$ cat src/rtl/proc_ctrl_fsm.sv
// Multi-cycle processor control FSM: fetches an instruction word, sequences the
// register-file/ALU/G-latch enables over EXG/EXW, and retires it in ADV.
module proc_ctrl_fsm #(
  parameter int unsigned NUM_REGS = 8,
  parameter int unsigned SEL_W    = 3,
  parameter int unsigned ADDR_W   = 5,
  parameter int unsigned OPC_W    = 4,
  localparam int unsigned INSTR_W = OPC_W + 2 * SEL_W
) (
  input  logic                clk_i,
  input  logic                reset_i,
  input  logic                run_i,
  input  logic [INSTR_W-1:0]  instr_i,
  input  logic                instr_valid_i,
  output logic [ADDR_W-1:0]   addr_o,
  output logic                imm_en_o,
  output logic [NUM_REGS-1:0] bus1_en_o,
  output logic [NUM_REGS-1:0] bus2_en_o,
  output logic [NUM_REGS-1:0] reg_wr_en_o,
  output logic                g_in_o,
  output logic                g_out_o,
  output logic [6:0]          alu_op_o,
  output logic                done_o,
  output logic                illegal_o,
  output logic                halted_o
);

  localparam logic [OPC_W-1:0] OpNop  = 4'h0;
  localparam logic [OPC_W-1:0] OpLoad = 4'h1;
  localparam logic [OPC_W-1:0] OpMove = 4'h2;
  localparam logic [OPC_W-1:0] OpAdd  = 4'h3;
  localparam logic [OPC_W-1:0] OpSub  = 4'h4;
  localparam logic [OPC_W-1:0] OpXor  = 4'h5;
  localparam logic [OPC_W-1:0] OpOr   = 4'h6;
  localparam logic [OPC_W-1:0] OpAnd  = 4'h7;
  localparam logic [OPC_W-1:0] OpDiv  = 4'h8;
  localparam logic [OPC_W-1:0] OpMod  = 4'h9;
  localparam logic [OPC_W-1:0] OpHalt = 4'hF;

  localparam logic [NUM_REGS-1:0] OneHotBase = NUM_REGS'(1);

  typedef enum logic [2:0] {StFetch, StExg, StExw, StAdv, StHalt} state_e;

  state_e             state_q, state_d;
  logic [INSTR_W-1:0] ir_q, ir_d;
  logic [ADDR_W-1:0]  addr_q, addr_d;

  logic [OPC_W-1:0]   ir_opc, in_opc;
  logic [SEL_W-1:0]   ir_rx, ir_ry;
  logic [6:0]         alu_sel;
  logic               ir_is_alu, ir_is_illegal;

  assign ir_opc = ir_q[INSTR_W-1 -: OPC_W];
  assign ir_rx  = ir_q[2*SEL_W-1:SEL_W];
  assign ir_ry  = ir_q[SEL_W-1:0];
  assign in_opc = instr_i[INSTR_W-1 -: OPC_W];

  // alu_op bit order, MSB first: xor, add, sub, and, or, div, mod
  always_comb begin
    alu_sel   = 7'b0;
    ir_is_alu = 1'b1;
    unique case (ir_opc)
      OpXor:   alu_sel = 7'b1000000;
      OpAdd:   alu_sel = 7'b0100000;
      OpSub:   alu_sel = 7'b0010000;
      OpAnd:   alu_sel = 7'b0001000;
      OpOr:    alu_sel = 7'b0000100;
      OpDiv:   alu_sel = 7'b0000010;
      OpMod:   alu_sel = 7'b0000001;
      default: ir_is_alu = 1'b0;
    endcase
  end

  assign ir_is_illegal = (ir_opc >= 4'hA) && (ir_opc != OpHalt);

  always_comb begin
    state_d     = state_q;
    ir_d        = ir_q;
    addr_d      = addr_q;
    imm_en_o    = 1'b0;
    bus1_en_o   = '0;
    bus2_en_o   = '0;
    reg_wr_en_o = '0;
    g_in_o      = 1'b0;
    g_out_o     = 1'b0;
    alu_op_o    = 7'b0;
    done_o      = 1'b0;
    illegal_o   = 1'b0;
    halted_o    = 1'b0;

    unique case (state_q)
      StFetch: begin
        if (run_i && instr_valid_i) begin
          ir_d = instr_i;
          unique case (in_opc)
            OpAdd, OpSub, OpXor, OpOr, OpAnd, OpDiv, OpMod: state_d = StExg;
            OpLoad, OpMove: state_d = StExw;
            OpHalt:         state_d = StHalt;
            default:        state_d = StAdv;  // NOP and undefined opcodes
          endcase
        end
      end
      StExg: begin
        bus1_en_o = OneHotBase << ir_rx;
        bus2_en_o = OneHotBase << ir_ry;
        alu_op_o  = alu_sel;
        g_in_o    = 1'b1;
        state_d   = StExw;
      end
      StExw: begin
        reg_wr_en_o = OneHotBase << ir_rx;
        if (ir_is_alu) begin
          g_out_o  = 1'b1;
          alu_op_o = alu_sel;
        end else if (ir_opc == OpLoad) begin
          imm_en_o = 1'b1;
        end else begin
          bus1_en_o = OneHotBase << ir_ry;
        end
        state_d = StAdv;
      end
      StAdv: begin
        done_o    = 1'b1;
        illegal_o = ir_is_illegal;
        addr_d    = addr_q + ADDR_W'(1);
        state_d   = StFetch;
      end
      StHalt: begin
        halted_o = 1'b1;
      end
      default: state_d = StFetch;
    endcase
  end

  always_ff @(posedge clk_i) begin
    if (reset_i) begin
      state_q <= StFetch;
      ir_q    <= '0;
      addr_q  <= '0;
    end else begin
      state_q <= state_d;
      ir_q    <= ir_d;
      addr_q  <= addr_d;
    end
  end

  assign addr_o = addr_q;

endmodule

$ cat config.mk
export PLATFORM = sky130hd
export DESIGN_NAME = proc_ctrl_fsm
export DESIGN_NICKNAME = d
export VERILOG_FILES = /design/src/rtl/proc_ctrl_fsm.sv
export SDC_FILE = /design/constraint.sdc
export NUM_CORES = 1
export LEC_CHECK = 0
export ABC_AREA = 1
export CORE_UTILIZATION = 39
export CTS_CLUSTER_SIZE = 14
export DETAILED_ROUTE_END_ITERATION = 8
export PLACE_DENSITY = 0.86
export SLEW_MARGIN = 20
export SYNTH_ARGS = -nofsm -noshare
export SYNTH_HDL_FRONTEND = slang
export SYNTH_SLANG_ARGS = --single-unit
$ cat constraint.sdc
create_clock -name clk_i -period 1.2 [get_ports clk_i]
set_input_delay 0.3 -clock clk_i [delete_from_list [all_inputs] [get_ports clk_i]]
set_output_delay 0.3 -clock clk_i [all_outputs]
set_load 0.01 [all_outputs]
==> results.toml <==
[status]
status = "finished with violations"
violations = "setup timing"

[timing]
max_freq_ghz = 0.5145
slew_viol_final = 0
period_minus_slack_ns = 1.944
worstMarginPinSlew_ns = 0.3381
fin_crit_sh_pct = 162.0
rsz0062_at_grt = "yes"
finalSetupViolCount = 55
slew_headroom_pct = 77.29
setup_ws_ns = -0.7436
skew_ns = 0.01332
hold_viol = 0

[worst_setup_path]
reg2reg_from = "state_q[1]"
worstSetupPathType = "reg2out"
worst-endpoint-arrival_ns = 1.64
cp.required_ns = 0.90
end_kind = "primary output"
cp_max_fo = 5
slowest_delay_ns = 0.39
slowest_stage = "dfxtp_4"
worst-path-buf-inv = 3
worst_r2r_endpoint = "ir_q[0]"
path_cells = "nand3b_4 -> buf_4 -> clkbuf_16 -> nor4_2 -> buf_2"
cp_top_family = "buffers and inverters"
cp-start-kind = "flop"
rr_worst_depth = 10
reg2reg_setup_slack_ns = -0.42

[detailed_routing]
dr.first_iter.drc_count = 288
avgViaCountPerCell = 6.308
wl_per_cell_um = 24.18
ant_nets = 0
drt_pass1_iterations = 5
vias = 2435
drc = 0
routed_wl_um = 9334

[worst_hold_path]
worstHoldStart = "instr_i[1]"
hold_depth = 3
hold_end = "ir_q[1]"
hp-class = "in2reg"

[synthesis]
synth-edff-count = 0
yosys_most_used_dff = "dfxtp_1"
synth_area_mm2 = 0.001369
synth_seq_area_share_pct = 26.33
netlist_instances = 217
ys_ff_latch = 18
synth_area_per_cell_um2 = 6.308
synth.largest_area_cell = "dfxtp_1"
synth_area_leaders = "dfxtp_1, nand2_1, nor2_1, nand3_1, nor4_2"
synth_cell_types = 28
yosys_warnings = 0
synth.top_cell.area_share_pct = 26.33
syn_nets = 233
async_flop_share_pct = 0

[final_layout]
drive_gt1_share_pct = 71.47
syn_to_final_growth_pct = 132.9
layout_commonest_cell = "buf_4"
layout_common_cells = "buf_4, nor2_1, buf_2"
fin_area_mm2 = 0.003188
finish.utilization_pct = 95.54
diodes = 0
finalNetCount = 357

[power]
ir_drop_uv = 659.8
leakage_nw = 1.452
power_w = 0.002834
power_density_mw_per_mm2 = 889.0

[floorplan]
die_w_um = 61.25
start_util_pct = 41.02
fp.dieH_um = 61.25
io_pins = 56
core_area_mm2 = 0.003337
rows = 21
dieArea_mm2 = 0.003751

[global_routing]
grt_pass1_wl_um = 10400
use_met1_pct = 44.17
antenna_found_initial = 0
grt.busiest_layer = "met2"
grtUsageTotal_pct = 38.48
grtUsageMet2_pct = 65.84
overflow = 0
grt_pass1_vias = 2094
use_met3_pct = 7.983
grt_max_degree = 11

[clock_network]
clk_path_buf_depth = 2
cts_num_sinks = 18
cts_made_buffers = 3
clock_latency_ns = 0.32
htreeDepth = 1
cts_tree = "done"
clock-root-buffer = "clkbuf_4"
clk_pin_slew_ns = 0.14

[place]
post-place-ws_ns = -0.6150
hpwlAfterDp_um = 3648
place_congestion = 0.8693
place_area_mm2 = 0.002555
portBuffers = 55

[flow_run]
cap_violations = 0
==> metal layers <==
layer / vias up / share of wire [%] / routed length (um)
met5: - / 0 / 0
met4: 0 / 8.4 / 784
met3: 106 / 12 / 1088
met2: 263 / 48 / 4512
met1: 1105 / 32 / 2948
li1: 961 / - / -
==> cell usage after synthesis (2+ instances only) <==
master	instances
buf_2	2
nor2_4	2
dfxtp_1	18
nor3_1	10
o21ai_0	4
nand4_1	9
nor2_1	46
inv_1	18
nand2_1	52
ha_1	2
a21oi_1	3
nand3_1	15
nor4_2	6
buf_4	4
buf_6	3
nor4_1	9
clkinv_1	3
==> worst register-to-register path, stage by stage, from the launching register on <==
cell,delay [ns]
dfxtp_4,0.40
buf_6,0.13
buf_6,0.11
nor2_4,0.11
buf_6,0.13
nand4_4,0.11
buf_12,0.18
buf_16,0.15
nand2_4,0.06
nand2_2,0.05
nor2_1,0.12
==> repair_timing <==
action                                  in CTS  in global routing
resized for setup                          211                 77
hold buffers                                 0                  0
endpoints found under the setup margin      55                 59
buffers inserted                            14                 12
cloned                                       3                  2
pin swaps                                   17                 23
==> state kept, by name (all words and copies together) (netlist names) <==
signal,flops
addr_o,5
ir_q,10
state_q,3
==> how the worst max path moves through the flow <==
stage	slack, ns	cells after the start	to	start
after floorplan	-0.06	3	reg_wr_en_o[3]	ir_q[3]
after global placement	-0.58	6	bus1_en_o[7]	state_q[2]
after detailed placement	-0.62	7	bus1_en_o[7]	ir_q[8]
after CTS	-0.58	7	bus1_en_o[1]	state_q[0]
after global routing	-0.81	6	bus2_en_o[5]	state_q[1]
final	-0.74	5	reg_wr_en_o[5]	state_q[0]
==> logic make-up (layout without fill, tap and decap cells) <==
group	Yosys count	in the layout	share of synthesized area (%)
adders and majority gates	2	2	1.828
xor gates and xnor gates	1	1	0.6400
DFF	18	18	26.33
buffers and inverters	34	157	12.52
AOI/OAI and AO/OA	7	7	2.559
and+or+nand+nor	155	155	56.12
==> cell type report <==
class	instances	area [um2]
clock buffer	4	36.28
fill	81	148.9
inverter	23	136.4
multi-input combinational	165	1380
sequential	18	392.9
tap	46	57.56
timing repair buffer	130	1185
==> power breakdown <==
group / internal (W) / total (W) / leakage, nW / switching [W]
combinational: 0.000760 / 0.00168 / 1.28 / 0.000917
sequential: 0.000648 / 0.000730 / 0.155 / 0.0000821
clock: 0.000185 / 0.000427 / 0.0210 / 0.000242
==> through the flow <==
stage | cells | hold slack [ns] | setup TNS, ns
after floorplan | 217 | 0.3594 | -0.3897
after global placement | 354 | 0.5705 | -20.52
after detailed placement | 354 | 0.5800 | -21.63
after CTS | 373 | 0.5831 | -19.48
after global routing | 386 | 0.6348 | -28.55
final | 386 | 0.6010 | -27.14
Power figures use the tool's default switching activity.
==> RTL change (config.mk and constraints unchanged) <==
The 5 states of `state_e` get a one-hot encoding in 5 bits.
--- a/src/rtl/proc_ctrl_fsm.sv
+++ b/src/rtl/proc_ctrl_fsm.sv
@@ -41,3 +41,3 @@
 
-  typedef enum logic [2:0] {StFetch, StExg, StExw, StAdv, StHalt} state_e;
+  typedef enum logic [4:0] {StFetch = 5'b00001, StExg = 5'b00010, StExw = 5'b00100, StAdv = 5'b01000, StHalt = 5'b10000} state_e;
 
Behaviour: same outputs for any inputs over 10 cycles, from zero or initial values and one cycle with reset_i high; not proved beyond that.
==> RTL change against the unedited design <==
Core utilization shrank 5.4 points; the flow still finishes with violations (negative setup slack); first-iteration DRC count is 95% higher; final cell count increased by 1.3%; wire length increased by 12%; sequential power increased by 47%; worst setup slack worse by 0.19 ns; area after synthesis grew 7.1%; clock power increased by 29%; power up 60%; sequential cell count up 2; maximum frequency shrank 9.1%; cell area fell by 2.0%.
==> RTL change: results (changes against the unedited design) <==
run status -> finished with violations
failing checks -> negative setup slack
Clock Latency Late Sink -> 0.27 ns (-0.05 ns)
met3 Use GR -> 0.111 (+0.0307)
met1 WL -> 3220 um (+9.1%)
fin worst setup slack -> -0.937 ns (-0.194 ns)
top post-synthesis cells by area -> dfxtp_1 27%, nor2_1 13%, nand3_1 7.2%
sequential area share after synthesis -> 0.273 (+0.00978)
CP delay by family, top -> simple AND/OR/NAND/NOR gates
fillers -> 127 (+57%)
measured slew at the worst slew-check pin -> 0.438 ns (+0.100 ns)
Post-Place Cells -> 359 (+1.4%)
Final TNS setup -> -31.50 ns (-4.36 ns)
total global-route track usage -> 0.419 (+0.0344)
HPWL after DPL -> 3590 um (-1.6%)
DRT iter0 DRCs -> 563 (+95%)
GPL Wtd Cong -> 0.920 (+5.8%)
average via count per standard cell -> 6.74 (+6.8%)
LEAKAGE -> 0.00140 uW (-3.4%)
layout cells sized above 1 -> 0.629 (-0.0857)
vias in the first global route -> 2,348 (+12%)
R2R Setup Slk -> -0.37 ns (+0.05 ns)
top layer in use -> met5
placed cell areas -> 2520 um2 (-1.5%)
clock slew at reported path FFs -> 0.08 ns (-0.06 ns)
Hold Crit Class -> reg2reg
largest net degree at the start of global routing -> 12 (+1)
Non-Filler Instances -> 391 (+1.3%)
DR WL met2 -> 4240 um (-6.0%)
final setup fails -> 57 (+3.6%)
Root Buffer -> clkbuf_8
met3 WL -> 1610 um (+48%)
Diodes inserted -> 0 (unchanged)
Synth Area per Inst -> 6.70 um2 (+6.2%)
GRT met1 Usage -> 0.446 (+0.00429)
Synth top cells by count -> 51 x nor2_1, 27 x nand2_1, 21 x inv_1, 21 x nand3_1
first-pass GRT wire length -> 12,800 um (+23%)
Arr. time, crit path -> 1.84 ns (+0.20 ns)
max reg flops -> 10 (unchanged)
Worst Hold Slack -> 0.650 ns (+0.0493 ns)
Post-Syn Nets -> 237 (+1.7%)
==> RTL change: cell types whose count changed after synthesis, moves of 4 or more <==
cell     delta
nand3_1     +6
buf_4       -4
o21ai_1    +20
nor4_1      -9
nand4_1     -8
nand2_1    -25
nor2_1      +5
nand2_2     +5
==> RTL change: logic make-up (layout without fill, tap and decap cells) <==
family          count (synthesis)  after routing  synth area share
simple gates                  133            133             0.480
xor+xnor                        3              3            0.0179
flops                          20             20             0.273
compound gates                 27             28            0.0981
fa+ha+maj                       4              4            0.0341
buf+inv                        32            157            0.0964
==> RTL change: worst paths after layout <==
check                           startpoint      endpoint  cells past startpoint
worst max-delay path            state_q[0]  bus1_en_o[0]                      8
worst min-delay path             addr_o[4]     addr_o[4]                      3
worst max register to register  state_q[0]     addr_o[0]                      8
worst min register to register   addr_o[4]     addr_o[4]                      3
==> RTL change: cell type report <==
class	count	area (um2)	area share
clock buffers	4	55.1	0.0176
inverters	25	106	0.0340
multi-input cells	168	1350	0.432
flip-flops and latches	20	422	0.135
well taps	46	57.6	0.0184
repair buffers	128	1140	0.363
==> RTL change: stage by stage <==
stage,worst slack (ns),util
finish,-0.937,0.901
CTS,-0.716,0.852
global route,-1.17,0.901
global placement,-0.641,0.726
detailed placement,-0.732,0.726
floorplan,-0.172,-
==> RTL change: timing repair <==
item	4_1_cts	5_1_grt
setup endpoints to repair	60	60
setup buffers	20	11
pin swaps	12	17
endpoints found under the hold margin	0	0
gates cloned	3	0
resized for setup	236	53
==> RTL change: where the power goes <==
group / internal [uW] / switching [uW] / total [uW]
Combinational: 1110 / 1810 / 2920
Clock: 293 / 256 / 549
Sequential: 829 / 241 / 1070
Total: 2230 / 2310 / 4540
